===== src/rtl/sisc_pkg.sv =====
// Shared types and encodings for the SISC control unit: FSM states,
// opcodes, addressing-mode constant, ALU operation and write-back codes.
package sisc_pkg;

   typedef enum logic [2:0] {
      ST_RESET   = 3'd0,
      ST_FETCH   = 3'd1,
      ST_DECODE  = 3'd2,
      ST_EXECUTE = 3'd3,
      ST_MEM     = 3'd4,
      ST_WB      = 3'd5,
      ST_HALT    = 3'd6
   } state_t;

   localparam logic [3:0] OP_NOOP = 4'd0;
   localparam logic [3:0] OP_LOD  = 4'd1;
   localparam logic [3:0] OP_STR  = 4'd2;
   localparam logic [3:0] OP_SWP  = 4'd3;
   localparam logic [3:0] OP_BRA  = 4'd4;
   localparam logic [3:0] OP_BRR  = 4'd5;
   localparam logic [3:0] OP_BNE  = 4'd6;
   localparam logic [3:0] OP_BNR  = 4'd7;
   localparam logic [3:0] OP_ALU  = 4'd8;
   localparam logic [3:0] OP_HLT  = 4'd15;

   localparam logic [3:0] AM_IMM  = 4'd8;

   localparam logic [1:0] ALU_REG  = 2'd0;
   localparam logic [1:0] ALU_IMM  = 2'd1;
   localparam logic [1:0] ALU_ADDR = 2'd2;
   localparam logic [1:0] ALU_SWP  = 2'd3;

   localparam logic [1:0] WB_ALU = 2'd0;
   localparam logic [1:0] WB_MEM = 2'd1;
   localparam logic [1:0] WB_SWP = 2'd2;

endpackage


===== src/rtl/sisc_br_eval.sv =====
// Branch-taken evaluation: BRA/BRR taken on any masked status bit set,
// BNE/BNR taken when no masked status bit is set.
module sisc_br_eval
   import sisc_pkg::*;
#(
   parameter int OPC_W  = 4,
   parameter int MM_W   = 4,
   parameter int STAT_W = 4
) (
   input  logic [OPC_W-1:0]  opcode,
   input  logic [MM_W-1:0]   mm,
   input  logic [STAT_W-1:0] stat,
   output logic              taken
);

   logic any_set;
   logic br_pos;
   logic br_neg;

   assign any_set = |(mm & stat);
   assign br_pos  = (opcode == OPC_W'(OP_BRA)) || (opcode == OPC_W'(OP_BRR));
   assign br_neg  = (opcode == OPC_W'(OP_BNE)) || (opcode == OPC_W'(OP_BNR));
   assign taken   = (br_pos && any_set) || (br_neg && !any_set);

endmodule


===== src/rtl/sisc_ctrl_p.sv =====
// Multi-cycle SISC control FSM (FETCH/DECODE/EXECUTE/MEM/WB/HALT).
// Define SISC_CTRL_MEMWAIT_EN to stall MEM on mem_rdy for LOD/STR.
module sisc_ctrl_p
   import sisc_pkg::*;
#(
   parameter int OPC_W    = 4,
   parameter int MM_W     = 4,
   parameter int STAT_W   = 4,
   parameter int ALU_OP_W = 2
) (
   input  logic                clk,
   input  logic                rst,
   input  logic [OPC_W-1:0]    opcode,
   input  logic [MM_W-1:0]     mm,
   input  logic [STAT_W-1:0]   stat,
   input  logic                mem_rdy,
   output logic                ir_load,
   output logic                pc_write,
   output logic                pc_sel,
   output logic                br_sel,
   output logic [ALU_OP_W-1:0] alu_op,
   output logic                stat_en,
   output logic                dm_we,
   output logic                rf_we,
   output logic [1:0]          wb_sel,
   output logic                illegal,
   output logic                halted
);

   state_t state;
   state_t state_nxt;

   logic is_noop, is_lod, is_str, is_swp, is_bra, is_brr, is_bne, is_bnr, is_alu, is_hlt;
   logic is_defined;
   logic taken;
   logic mem_hold;
   logic [ALU_OP_W-1:0] alu_code;

   assign is_noop = (opcode == OPC_W'(OP_NOOP));
   assign is_lod  = (opcode == OPC_W'(OP_LOD));
   assign is_str  = (opcode == OPC_W'(OP_STR));
   assign is_swp  = (opcode == OPC_W'(OP_SWP));
   assign is_bra  = (opcode == OPC_W'(OP_BRA));
   assign is_brr  = (opcode == OPC_W'(OP_BRR));
   assign is_bne  = (opcode == OPC_W'(OP_BNE));
   assign is_bnr  = (opcode == OPC_W'(OP_BNR));
   assign is_alu  = (opcode == OPC_W'(OP_ALU));
   assign is_hlt  = (opcode == OPC_W'(OP_HLT));

   assign is_defined = is_noop | is_lod | is_str | is_swp | is_bra | is_brr |
                       is_bne | is_bnr | is_alu | is_hlt;

   sisc_br_eval #(
      .OPC_W  (OPC_W),
      .MM_W   (MM_W),
      .STAT_W (STAT_W)
   ) u_br_eval (
      .opcode (opcode),
      .mm     (mm),
      .stat   (stat),
      .taken  (taken)
   );

`ifdef SISC_CTRL_MEMWAIT_EN
   assign mem_hold = (is_lod | is_str) & ~mem_rdy;
`else
   logic unused_mem_rdy;
   assign unused_mem_rdy = mem_rdy;
   assign mem_hold       = 1'b0;
`endif

   always_comb begin
      alu_code = '0;
      if (is_alu)
         alu_code = (mm == MM_W'(AM_IMM)) ? ALU_OP_W'(ALU_IMM) : ALU_OP_W'(ALU_REG);
      else if (is_lod || is_str)
         alu_code = ALU_OP_W'(ALU_ADDR);
      else if (is_swp)
         alu_code = ALU_OP_W'(ALU_SWP);
   end

   always_ff @(posedge clk or posedge rst) begin
      if (rst)
         state <= ST_RESET;
      else
         state <= state_nxt;
   end

   always_comb begin
      state_nxt = state;
      ir_load   = 1'b0;
      pc_write  = 1'b0;
      pc_sel    = 1'b0;
      br_sel    = 1'b0;
      alu_op    = '0;
      stat_en   = 1'b0;
      dm_we     = 1'b0;
      rf_we     = 1'b0;
      wb_sel    = '0;
      illegal   = 1'b0;
      halted    = 1'b0;
      case (state)
         ST_RESET: state_nxt = ST_FETCH;
         ST_FETCH: begin
            ir_load   = 1'b1;
            pc_write  = 1'b1;
            state_nxt = ST_DECODE;
         end
         ST_DECODE: begin
            illegal   = ~is_defined;
            state_nxt = is_hlt ? ST_HALT : ST_EXECUTE;
         end
         ST_EXECUTE: begin
            alu_op    = alu_code;
            stat_en   = is_alu;
            // stat is only looked at here, so later changes cannot redirect the PC
            if (taken) begin
               pc_write = 1'b1;
               pc_sel   = 1'b1;
               br_sel   = is_brr | is_bnr;
            end
            state_nxt = ST_MEM;
         end
         ST_MEM: begin
            alu_op    = alu_code;
            dm_we     = is_str;
            state_nxt = mem_hold ? ST_MEM : ST_WB;
         end
         ST_WB: begin
            rf_we = is_alu | is_lod | is_swp;
            if (is_lod)
               wb_sel = WB_MEM;
            else if (is_swp)
               wb_sel = WB_SWP;
            else
               wb_sel = WB_ALU;
            state_nxt = ST_FETCH;
         end
         ST_HALT: halted = 1'b1;
         default: state_nxt = ST_RESET;
      endcase
   end

endmodule


===== config.mk =====
export PLATFORM = sky130hd
export DESIGN_NAME = sisc_ctrl_p
export DESIGN_NICKNAME = d
export VERILOG_FILES = /design/src/rtl/sisc_pkg.sv /design/src/rtl/sisc_br_eval.sv /design/src/rtl/sisc_ctrl_p.sv
export SDC_FILE = /design/constraint.sdc
export NUM_CORES = 1
export LEC_CHECK = 0
export BUFFER_PORTS_ARGS = -buffer_cell sky130_fd_sc_hd__buf_2
export CAP_MARGIN = 10
export CORE_AREA = 2 2 39 41
export DETAILED_ROUTE_END_ITERATION = 7
export DIE_AREA = 0 0 41 43
export PLACE_DENSITY = 0.73
export SLEW_MARGIN = 25
export SYNTH_ARGS = -nofsm -noshare
export SYNTH_HDL_FRONTEND = slang
export SYNTH_SLANG_ARGS = --single-unit

===== constraint.sdc =====
create_clock -name clk -period 1.3 [get_ports clk]
set_clock_uncertainty 0.05 [all_clocks]
set_input_delay 0.195 -clock clk [delete_from_list [all_inputs] [get_ports clk]]
set_output_delay 0.195 -clock clk [all_outputs]
set_load 0.01 [all_outputs]

## Yosys cells after proc, flatten, opt, wreduce, memory -nomap -nowiden

Index checks and enable logic that the tools add are counted.

- Eq/ne operators: 16
- Multiplexer cells: 21
- Bitwise operators: 14
- Reduce and logical (&&, ||, !) cells: 12

Operator list:

| cell | count |
|---|---|
| $pmux 3 s6 | 1 |
| $eq 4x3->1 const B | 4 |
| $mux 2 | 7 |
| $eq 4x4->1 const B | 3 |
| $or 1x1->1 | 12 |
| $mux 1 | 11 |
| $eq 3x3->1 const B | 3 |
| $eq 4x2->1 const B | 2 |
| $eq 3x2->1 const B | 2 |
| $and 4x4->4 | 1 |
| $eq 4x1->1 const B | 1 |
| $logic_not 4->1 | 1 |
| $logic_or 1x1->1 | 4 |
| $reduce_or 2->1 | 2 |
| $reduce_or 4->1 | 1 |
| $eq 3x1->1 const B | 1 |
| $logic_not 3->1 | 1 |
| $mux 3 | 1 |
| $logic_and 1x1->1 | 2 |
| $pmux 1 s2 | 1 |
| $logic_not 1->1 | 1 |
| $not 1->1 | 1 |

- Flip-flop bits (word level): 3
- Input port bits: 15
- Output and inout bits: 13
- Logic and storage cells: 64

## Longest topological paths before layout

Gate-level depths: netlist of run 1.

- Depth after elaboration: 12
- Depth in mapped cells: 4

## Hierarchy

Synthesis of run 1 repeated with hierarchy kept, for this count alone.

- Cell total of the unflattened synthesis: 47
- Area total of the unflattened synthesis: 374.1 um2

Modules (own cells, without submodules):

| module | times used | cells an instance | area each (um2) | seq. area each (um2) |
|---|---|---|---|---|
| sisc_ctrl_p | 1 | 41 | 332.8 | 75.1 |
| sisc_br_eval | 1 | 6 | 41.3 | 0.0 |

## Worst setup path before layout of run 1

No wires, ideal clock.

- Path type: register -> output
- Start: register state[1]
- End: output port alu_op[1]
- Data arrival time: 1.249 ns
- Setup slack: -0.194 ns
- Stages on the path, launching flop included: 5
- Path buffers: 1
- Cells stage by stage: dfrtp_1 buf_12 or3_1 a21o_1 nor3_2

- Word-level cells in the longest chain between the ends: 3

RTL lines:

| element | line | RTL |
|---|---|---|
| start, declared | sisc_ctrl_p.sv:30 | `state_t state;` |
| start signal, assigned | sisc_ctrl_p.sv:86 | `state <= state_nxt;` |
| $eq 3x2->1 / $eq 3x3->1 (equally long branches) | sisc_ctrl_p.sv:102 | `case (state)` |
| $reduce_or 2->1 (no line) * | -- |  |
| $mux 2 * | sisc_ctrl_p.sv:102 |  |
| end, declared | sisc_ctrl_p.sv:21 | `output logic [ALU_OP_W-1:0] alu_op,` |

Every way passes the cells marked *; elsewhere a longest branch is shown, timed or not.

## Worst setup path after layout of run 1

- Start: register state[1]
- End: output port alu_op[0]

Same word-level chain as after synthesis.

==> results by group, run 1 <==
Cells and area
  – Commonest non-fill, non-tap cells in the layout: buf_2 (24), buf_4 (13), nor3_2 (6)
  – Layout Area Growth over Synthesis: 105%
  – # diodes: 0
  – Non-Filler Instances: 108
  – Commonest non-fill, non-tap cell in the layout: buf_2
  – Multi-input combinational cell area: 362 um2
  – Area occupied by registers: 75.1 um2
  – Filler instances: 136
  – Final Cell Area: 752 um2
  – Largest regs: state x3
  – Layout Nets: 108
  – Largest Register: state
  – Max reg flops: 3
  – Share of layout cells above drive strength 1: 0.674
  – Final Util: 0.543

Synth
  – Syn_nets: 64
  – Ys Warns: 0
  – Synthesized area: 367 um2
  – Sequential area share after synthesis: 0.205
  – Synthesized flop and latch total: 3
  – Cells after synthesis: 49
  – Syn Area/Cell: 7.48 um2
  – Cell variety after synth: 25

GRT
  – Initial antenna violation count: 0
  – Grt ovf: 0
  – Vias in the first global route: 485
  – First-pass GRT wire length: 1990 um
  – Largest net degree at the start of global routing: 13
  – Total GRT Usage: 0.164

Timing
  – Setup ws final: -0.376 ns
  – Max-slew headroom: 0.826
  – Worst hold slack: 0.312 ns
  – Final Cycle Share: 1.29
  – Worst slew pin tran: 0.258 ns
  – Min cycle time layout: 1.68 ns
  – Setup-failing EPs final: 13
  – RSZ-0062 raised after global routing: true
  – Final slew viol count: 0
  – Final Hold Viols: 0
  – Max Freq: 0.597 GHz

Critical path
  – Worst-path cell chain: or3_1 > a21o_1 > a21oi_1 > buf_2
  – Worst setup EP type: output pin
  – CP required: 1.05 ns
  – CP max stage cell: dfrtp_1
  – Crit-path max cell delay: 0.40 ns
  – Crit Path Max Fanout: 4
  – Crit path DAT: 1.43 ns
  – Startpoint class of the critical path: flip-flop
  – CP Class: flip-flop to output pin

Clock network
  – Clock root buffer master: clkbuf_4
  – Worst-path clk slew: 0.04 ns
  – Later-pin clock latency in the skew report: 0.24 ns
  – Clock Path Buffers: 2
  – H-Tree Depth: 1
  – CTS tree: yes
  – Sink Count: 3
  – TritonCTS buffer count: 3

Routing
  – Final WL: 1300 um
  – DR WL/cell: 12.0 um
  – ANT nets after route: 0
  – TritonRoute pass-1 iters: 4
  – Violation count after the first detailed-route iteration: 16
  – DRC violation count after routing: 0
  – Routed vias: 533
  – Vias per inst: 4.94

Min path
  – Hold Path Class: input pin to asynchronous set/reset pin

Power and ir drop
  – Net Switching: 0.000485 W
  – Lkg Pwr: 0.369 nW
  – Maximum VDD drop: 0.00104 V
  – Pwr Density: 1500 nW/um2
  – Int Pwr: 0.000646 W
  – Sw Ratio: 0.429
  – Sequential power share: 0.161
  – Comb power frac: 0.690
  – Final total power: 0.00113 W
  – Clock power share: 0.149

Placed design
  – Port Buffers: 26
  – Hpwl dp: 885 um
  – DP Area: 584 um2
  – GPL Wtd Cong: 0.766
  – Cells after DPL: 99

Run
  – Max-Cap Viols: 0

Die
  – Number of I/O pins: 28
  – Initial core utilization: 0.265
  – Die H: 43 um
  – Rows: 14
  – Die area: 1760 um2
  – Die W: 41 um
  – Core area: 1380 um2

Outcome
  – Failing checks: negative setup slack
  – Status: finished, violations left
==> per-stage QoR <==
step,setup TNS (ns),setup WS [ns]
6_report,-2.98,-0.376
5_1_grt,-3.83,-0.425
4_1_cts,-2.96,-0.382
3_5_place_dp,-1.19,-0.235
3_3_place_gp,-1.09,-0.205
2_1_floorplan,-0.521,-0.194
==> power by group through the flow <==
stage	logic, W	clock network, W	registers, W
detailed placement	0.000535	0	0.000180
global route	0.000840	0.000181	0.000189
CTS	0.000680	0.000174	0.000182
finish	0.000781	0.000169	0.000182
global placement	0.000521	0	0.000176
floorplan	0.000338	0	0.000183
==> metal layers <==
metal	track usage	part of all wire	vias up
met5	0	0	-
met2	0.291	0.59	9
met3	0.0157	0.031	3
met4	0.0800	0.019	0
li1	-	-	265
met1	0.177	0.36	256
==> final timing paths <==
| kind | cells after the start | start | endpoint | slack, ns |
|---|---|---|---|---|
| min in group clk | 5 | opcode[3] | state[2] | 0.49 |
| setup reg to reg | 4 | state[2] | state[0] | 0.24 |
| setup / recovery | 4 | state[1] | alu_op[0] | -0.38 |
| hold reg to reg | 2 | state[0] | state[2] | 0.60 |
| hold / removal | 3 | rst | state[0] | 0.31 |
| max in group asynchronous | 3 | rst | state[2] | 0.76 |
==> final cells by class <==
| type | count | share of cell area |
|---|---|---|
| Sequential cell | 3 | 0.0998 |
| Tap cell | 16 | 0.0266 |
| Inverter | 2 | 0.00998 |
| Multi-Input combinational cell | 42 | 0.481 |
| Timing Repair Buffer | 41 | 0.348 |
| Clock buffer | 4 | 0.0349 |
==> cell families (layout without fill, tap and decap cells) <==
| family | count (synthesis) | in the layout | share of synthesized area |
|---|---|---|---|
| XOR/XNOR | 1 | 1 | 0.0239 |
| AO/OA/AOI/OAI | 10 | 10 | 0.191 |
| flip-flops | 3 | 3 | 0.205 |
| buffers and inverters | 4 | 47 | 0.0956 |
| multiplexers | 1 | 1 | 0.0273 |
| AND/OR/NAND/NOR | 30 | 30 | 0.457 |
==> cell usage after synthesis <==
library cell	n	share of area
a21o_1	1	0.020
a21oi_1	3	0.041
a221oi_2	1	0.041
a22o_1	1	0.024
and2_1	1	0.017
and2b_2	1	0.024
and4b_1	1	0.027
buf_12	1	0.055
buf_4	1	0.020
dfrtp_1	3	0.20
inv_1	1	0.010
inv_2	1	0.010
mux2i_1	1	0.027
nand2_1	6	0.061
nand2b_1	2	0.034
nand3_1	2	0.027
nand3b_1	1	0.020
nor2_1	6	0.061
nor3_1	5	0.068
nor3_2	1	0.027
nor4b_1	3	0.072
o21ai_0	3	0.041
o32ai_1	1	0.024
or3_1	1	0.017
xor2_1	1	0.024
==> what timing repair did <==
action	CTS	global route
setup endpoints to repair	13	13
endpoints found under the hold margin	3	0
gates resized for setup	14	6
buffers inserted	2	4
hold buffers	1	0
pin swaps	9	5
==> worst max-delay path: cells and delay by family (launching register included) <==
| family | cells | cell delay (ns) |
|---|---|---|
| flops | 1 | 0.40 |
| simple gates | 1 | 0.35 |
| compound gates | 2 | 0.29 |
| buf+inv | 1 | 0.14 |
No activity file was read; power rests on OpenSTA's default activity.
==> inputs of run 2 (changes only) <==
- HOLD_SLACK_MARGIN: not set -> 0.08
- SETUP_SLACK_MARGIN: not set -> 0.02
==> run 2 against run 1 <==
  * Highest routed layer unchanged
  * Worst setup slack got worse by 0.038 ns
  * The flow still finishes with violations (negative setup slack)
  * Maximum frequency fell by 2.2%
  * Largest power group unchanged
  * Sequential cell count did not move
  * Via count fell by 0.94%
==> results by group, run 2 (same netlist as run 1, synthesis figures left out) <==
Critical path
  – Crit Path Max Fanout: 3 (-1)
  – CP required: 1.05 ns (about the same)
  – R2R Setup Slk: 0.22 ns (-0.02 ns)
  – Critical path's top delay family: flip-flops
  – Reg2reg end: state[2]
  – Worst Setup EP: alu_op[0]
  – Crit-path max cell delay: 0.37 ns (-0.03 ns)
  – Worst-path cell chain: inv_2 > or3_1 > a21o_1 > a21oi_1 > buf_2
  – Crit path DAT: 1.47 ns (+0.04 ns)
  – CP max stage cell: dfrtp_1
  – Worst setup EP type: output pin
  – R2r worst-path depth: 4 (unchanged)
  – Crit path launch: state[2]
  – Crit Reg-Reg Startpoint: state[0]
  – Buf/Inv on CP: 2 (+1)
  – Startpoint class of the critical path: flip-flop
  – CP Class: flip-flop to output pin
  – CP Depth: 5 (+1)

Placed design
  – Cells after DPL: 101 (+2.0%)
  – DP Area: 604 um2 (+3.4%)
  – Hpwl dp: 899 um (+1.6%)
  – Port Buffers: 26 (unchanged)
  – GPL Wtd Cong: 0.771 (+0.72%)

Outcome
  – Status: finished, violations left
  – Failing checks: negative setup slack

Timing
  – Final slew viol count: 0 (unchanged)
  – Min cycle time layout: 1.71 ns (+0.0383 ns)
  – Max Freq: 0.583 GHz (-2.2%)
  – Setup ws final: -0.414 ns (-0.0383 ns)
  – Max-slew headroom: 0.817 (-0.00839)
  – Worst hold slack: 0.314 ns (+0.00237 ns)
  – Final Cycle Share: 1.32 (+0.0295)
  – Worst slew pin tran: 0.270 ns (+0.0124 ns)
  – Setup-failing EPs final: 13 (unchanged)
  – Final Hold Viols: 0 (unchanged)
  – RSZ-0062 raised after global routing: true

Routing
  – Vias per inst: 4.84 (-1.8%)
  – Routed vias: 528 (-0.94%)
  – Violation count after the first detailed-route iteration: 8 (-8)
  – TritonRoute pass-1 iters: 4 (unchanged)
  – ANT nets after route: 0 (unchanged)
  – DRC violation count after routing: 0 (unchanged)
  – DR WL/cell: 12.4 um (+3.7%)
  – Final WL: 1360 um (+4.6%)

Cells and area
  – Final Cell Area: 761 um2 (+1.2%)
  – Max reg flops: 3 (unchanged)
  – Largest regs: state x3
  – Filler instances: 129 (-5.1%)
  – Commonest non-fill, non-tap cell in the layout: buf_2
  – Commonest non-fill, non-tap cells in the layout: buf_2 (25), buf_4 (12), nor3_2 (6)
  – Layout Area Growth over Synthesis: 108%
  – Layout Nets: 109 (+0.93%)
  – Share of layout cells above drive strength 1: 0.677 (+0.00351)
  – Largest Register: state
  – Final Util: 0.550 (+0.00633)
  – # diodes: 0 (unchanged)
  – Non-Filler Instances: 109 (+0.93%)

Die
  – Rows: 14 (unchanged)
  – Core area: 1380 um2 (unchanged)
  – Die W: 41 um (unchanged)
  – Die H: 43 um (unchanged)
  – Initial core utilization: 0.265 (unchanged)
  – Number of I/O pins: 28 (unchanged)
  – Die area: 1760 um2 (unchanged)

Run
  – Max-Cap Viols: 0 (unchanged)

Clock network
  – Later-pin clock latency in the skew report: 0.25 ns (about the same)
  – CTS tree: yes
  – Clock root buffer master: clkbuf_4
  – Clock Path Buffers: 2 (unchanged)
  – Worst-path clk slew: 0.04 ns (about the same)
  – Sink Count: 3 (unchanged)
  – H-Tree Depth: 1 (unchanged)
  – TritonCTS buffer count: 3 (unchanged)

Min path
  – Hold Path Class: input pin to asynchronous set/reset pin

GRT
  – Grt ovf: 0 (unchanged)
  – Total GRT Usage: 0.170 (+0.00619)
  – Largest net degree at the start of global routing: 13 (unchanged)
  – First-pass GRT wire length: 2080 um (+4.5%)
  – Initial antenna violation count: 0 (unchanged)
  – Vias in the first global route: 526 (+8.5%)

Power and ir drop
  – Sw Ratio: 0.425 (-0.00353)
  – Clock power share: 0.150 (about the same)
  – Maximum VDD drop: 0.00106 V (+1.8%)
  – Sequential power share: 0.158 (-0.003)
  – Lkg Pwr: 0.375 nW (+1.6%)
  – Comb power frac: 0.691 (about the same)
  – Pwr Density: 1520 nW/um2 (+1.3%)
  – Net Switching: 0.000493 W (+1.7%)
  – Int Pwr: 0.000667 W (+3.1%)
  – Final total power: 0.00116 W (+2.5%)
-- run 2: cell types whose count changed in the layout (fill, tap and decap cells not counted) --
cell   before  now
buf_4      13   12
buf_6       3    4
buf_2      24   25
-- run 2: layer usage --
metal | GRT usage | share of wire
met2 | 0.281 | 0.55
met5 | 0 | 0
met3 | 0.0157 | 0.038
met4 | 0.0867 | 0.013
met1 | 0.203 | 0.40
-- run 2: how the worst min path moves through the flow --
stage                     startpoint  endpoint  slack, ns  depth (start not counted)
after floorplan                  rst  state[0]      -0.10                          1
after global placement           rst  state[0]       0.01                          2
after detailed placement         rst  state[1]       0.02                          2
after CTS                        rst  state[0]       0.32                          3
after global routing             rst  state[1]       0.32                          3
final                            rst  state[0]       0.31                          3
-- run 2: layout make-up --
cell class	count	area [um2]	share of cell area
tap	16	20.0	0.0263
clock buffer	4	26.3	0.0345
multi-input combinational	42	362	0.475
timing repair buffer	42	270	0.355
inverter	2	7.51	0.00987
sequential	3	75.1	0.0987
-- run 2: worst reg2reg max path: stages, from the launching register on --
cell and delay, ns:
dfrtp_1 0.40, buf_6 0.14, buf_4 0.12, o21ai_0 0.15, mux2i_1 0.09
-- run 2: repair_timing --
item | 4_1_cts | 5_1_grt
endpoints found under the setup margin | 13 | 13
hold buffers | 1 | 0
pin swaps | 9 | 4
endpoints found under the hold margin | 3 | 0
buffers inserted | 1 | 3
gates resized for setup | 10 | 9
-- run 2: per-stage QoR --
step / setup TNS (ns) / worst slack [ns]
after global routing: -4.16 / -0.452
after floorplan: -0.535 / -0.194
after global placement: -1.08 / -0.213
after detailed placement: -1.19 / -0.262
final: -3.24 / -0.414
after CTS: -3.13 / -0.380
-- run 2: power groups by stage --
| stage | sequential [W] | clock, W | combinational (W) |
|---|---|---|---|
| final | 0.000183 | 0.000174 | 0.000802 |
| after floorplan | 0.000183 | 0 | 0.000341 |
| after global routing | 0.000190 | 0.000190 | 0.000867 |
| after CTS | 0.000178 | 0.000171 | 0.000655 |
| after detailed placement | 0.000176 | 0 | 0.000552 |
| after global placement | 0.000177 | 0 | 0.000541 |
==> inputs of run 3 (changes only) <==
- ABC_AREA: not set -> 1
- PLACE_DENSITY: 0.73 -> 0.72
==> run 3 against run 2 <==
  * Largest cell class unchanged
  * First-iteration DRC count fell by 25%
  * Sequential share of layout area increased by 1.8 points
  * Final area is 15% lower
  * Sequential cell count stayed put
  * The run still ends with negative setup slack left
  * Area after synthesis shrank 4.1%
  * Combinational power fell by 22%
  * Total power fell by 16%
  * Highest routed layer unchanged
  * Critical endpoint is now stat_en
==> results by group, run 3 <==
Clock network
  – CTS tree: yes
  – Worst-path clk slew: 0.04 ns (about the same)
  – Sink Count: 3 (unchanged)
  – Clock Path Buffers: 2 (unchanged)
  – TritonCTS buffer count: 3 (unchanged)
  – Clock root buffer master: clkbuf_4
  – Later-pin clock latency in the skew report: 0.23 ns (-0.02 ns)
  – H-Tree Depth: 1 (unchanged)

Routing
  – TritonRoute pass-1 iters: 4 (unchanged)
  – Final WL: 986 um (-27%)
  – Violation count after the first detailed-route iteration: 6 (-2)
  – Metal2 WL: 492 um (-34%)
  – Vias per inst: 4.34 (-10%)
  – DR WL/cell: 8.29 um (-33%)
  – Top routing layer in use: met4
  – Met1 WL: 418 um (-23%)
  – Routed vias: 517 (-2.1%)
  – ANT nets after route: 0 (unchanged)
  – Total length of routed met3 wires: 63 um (+24%)
  – DRC violation count after routing: 0 (unchanged)

Timing
  – Max-slew headroom: 0.866 (+0.0484)
  – Final Hold Viols: 0 (unchanged)
  – Worst slew pin tran: 0.199 ns (-0.0709 ns)
  – RSZ-0062 raised after global routing: true
  – Final slew viol count: 0 (unchanged)
  – Setup-failing EPs final: 13 (unchanged)
  – Final Cycle Share: 1.16 (-0.154)
  – Setup ws final: -0.214 ns (+0.201 ns)
  – Max Freq: 0.661 GHz (+13%)
  – Min cycle time layout: 1.51 ns (-0.201 ns)

Critical path
  – Crit Path Max Fanout: 3 (unchanged)
  – Crit path launch: state[2]
  – Crit Reg-Reg Startpoint: state[0]
  – CP required: 1.05 ns (about the same)
  – Startpoint class of the critical path: flip-flop
  – Reg2reg end: state[0]
  – CP Class: flip-flop to output pin
  – Crit path DAT: 1.27 ns (-0.20 ns)
  – R2R Setup Slk: 0.20 ns (-0.02 ns)
  – R2r worst-path depth: 4 (unchanged)
  – Worst setup EP type: output pin
  – Worst Setup EP: stat_en

Die
  – Core area: 1380 um2 (unchanged)
  – Die H: 43 um (unchanged)
  – Die area: 1760 um2 (unchanged)
  – Rows: 14 (unchanged)
  – Die W: 41 um (unchanged)
  – Number of I/O pins: 28 (unchanged)
  – Initial core utilization: 0.254 (-0.0109)

Min path
  – Hold Path Class: input pin to flip-flop
  – Hold path cells: 4

Synth
  – Ys Warns: 0 (unchanged)
  – Synthesized area: 352 um2 (-4.1%)
  – Synth Flop Type: dfrtp_1
  – Synth top area cells: dfrtp_1 (21%), nand2_1 (17%), inv_1 (14%), nor2_1 (11%), nand3_1 (7.1%)
  – Syn Area/Cell: 5.41 um2 (-28%)
  – Post-synth top cells: nand2_1 (16), inv_1 (13), nor2_1 (10)
  – Cell variety after synth: 14 (-44%)
  – Cells after synthesis: 65 (+33%)
  – Area leader, netlist: dfrtp_1
  – Synth top area share: 0.214 (+0.00874)
  – Post-synth EDFFs: 0 (unchanged)
  – Synthesized flop and latch total: 3 (unchanged)
  – Leading cell type by number of instances after synthesis: nand2_1
  – Syn_nets: 80 (+25%)
  – Ys async rst share: 1.00 (unchanged)
  – Sequential area share after synthesis: 0.214 (+0.00874)

Placed design
  – Hpwl dp: 746 um (-17%)
  – GPL Wtd Cong: 0.736 (-4.6%)
  – Port Buffers: 26 (unchanged)
  – DP Area: 539 um2 (-11%)
  – Cells after DPL: 112 (+11%)

GRT
  – Initial antenna violation count: 0 (unchanged)
  – Vias in the first global route: 409 (-22%)
  – Total GRT Usage: 0.118 (-0.0523)
  – Largest net degree at the start of global routing: 7 (-6)
  – Grt ovf: 0 (unchanged)
  – First-pass GRT wire length: 1460 um (-30%)

Run
  – Max-Cap Viols: 0 (unchanged)

Power and ir drop
  – Pwr Density: 1520 nW/um2 (-0.55%)
  – Lkg Pwr: 0.365 nW (-2.7%)
  – Maximum VDD drop: 0.000992 V (-6.4%)

Cells and area
  – Final Cell Area: 643 um2 (-15%)
  – Commonest non-fill, non-tap cell in the layout: buf_2
  – Share of layout cells above drive strength 1: 0.466 (-0.211)
  – Max reg flops: 3 (unchanged)
  – Layout Nets: 119 (+9.2%)
  – Final Util: 0.465 (-0.0850)
  – Largest Register: state
  – Commonest non-fill, non-tap cells in the layout: buf_2 (25), nand2_1 (15), inv_1 (13)
  – # diodes: 0 (unchanged)
  – Largest regs: state x3
  – Layout Area Growth over Synthesis: 82.9%
  – Non-Filler Instances: 119 (+9.2%)

Outcome
  – Failing checks: negative setup slack
  – Status: finished, violations left
[run 3: cell types whose count changed after synthesis, moves of 2 or more]
cell	before	now
inv_1	1	13
nand2b_1	2	0
nor3_1	5	3
nand3_1	2	5
nor4b_1	3	0
o21ai_0	3	5
nor2_1	6	10
nand2_1	6	16
nor2_2	0	3
[run 3: how the worst min path moves through the flow]
stage	from	endpoint
after global placement	rst	state[2]
after detailed placement	rst	state[2]
after CTS	opcode[3]	state[0]
after global routing	rst	state[2]
after floorplan	rst	state[0]
final	opcode[3]	state[0]
[run 3: layout make-up]
class                      instances  area [um2]
multi-input combinational         48         263
sequential                         3        75.1
clock buffer                       4        26.3
fill                             138         741
timing repair buffer              34         206
inverter                          14        52.6
tap                               16        20.0
[run 3: metrics by stage]
stage	hold WS [ns]	worst slack (ns)	TNS, ns	power, W
2_1_floorplan	-0.101	0.0812	0	0.000448
3_3_place_gp	0.00484	0.0136	0	0.000654
3_5_place_dp	0.00877	0.0230	0	0.000658
4_1_cts	0.310	-0.209	-1.76	0.000857
5_1_grt	0.363	-0.309	-2.97	0.00107
6_report	0.311	-0.214	-1.94	0.000975
[run 3: logic make-up after synthesis]
logic type / Yosys count / share of synthesized area
and+or+nand+nor: 41 / 0.537
buffers and inverters: 14 / 0.149
AOI/OAI and AO/OA: 7 / 0.0996
DFF: 3 / 0.214
[run 3: where the power goes]
part           internal, W  switching (W)  total (W)  leakage, nW
registers         0.000140      0.0000462   0.000186       0.0369
clock network     0.000115      0.0000450   0.000160       0.0150
logic             0.000284       0.000345   0.000629        0.313
[run 3: layer usage]
metal | vias up | track usage
met2 | 16 | 0.169
met3 | 2 | 0.0314
met1 | 221 | 0.155
met5 | - | 0
li1 | 278 | -
met4 | 0 | 0.0600
[run 3: timing repair]
item	4_1_cts	5_1_grt
hold buffers	1	0
endpoints found under the hold margin	3	0
endpoints found under the setup margin	13	13
gates cloned	0	0
pin swaps	0	3
setup buffers	1	1
resized for setup	2	10
[run 3: worst max-delay path, stage by stage, from the launching register on]
cell and delay [ns]:
dfrtp_1 0.41, nor2_4 0.13, nand2_2 0.08, buf_4 0.14
buf_6 0.11, nor2_4 0.08, buf_6 0.10
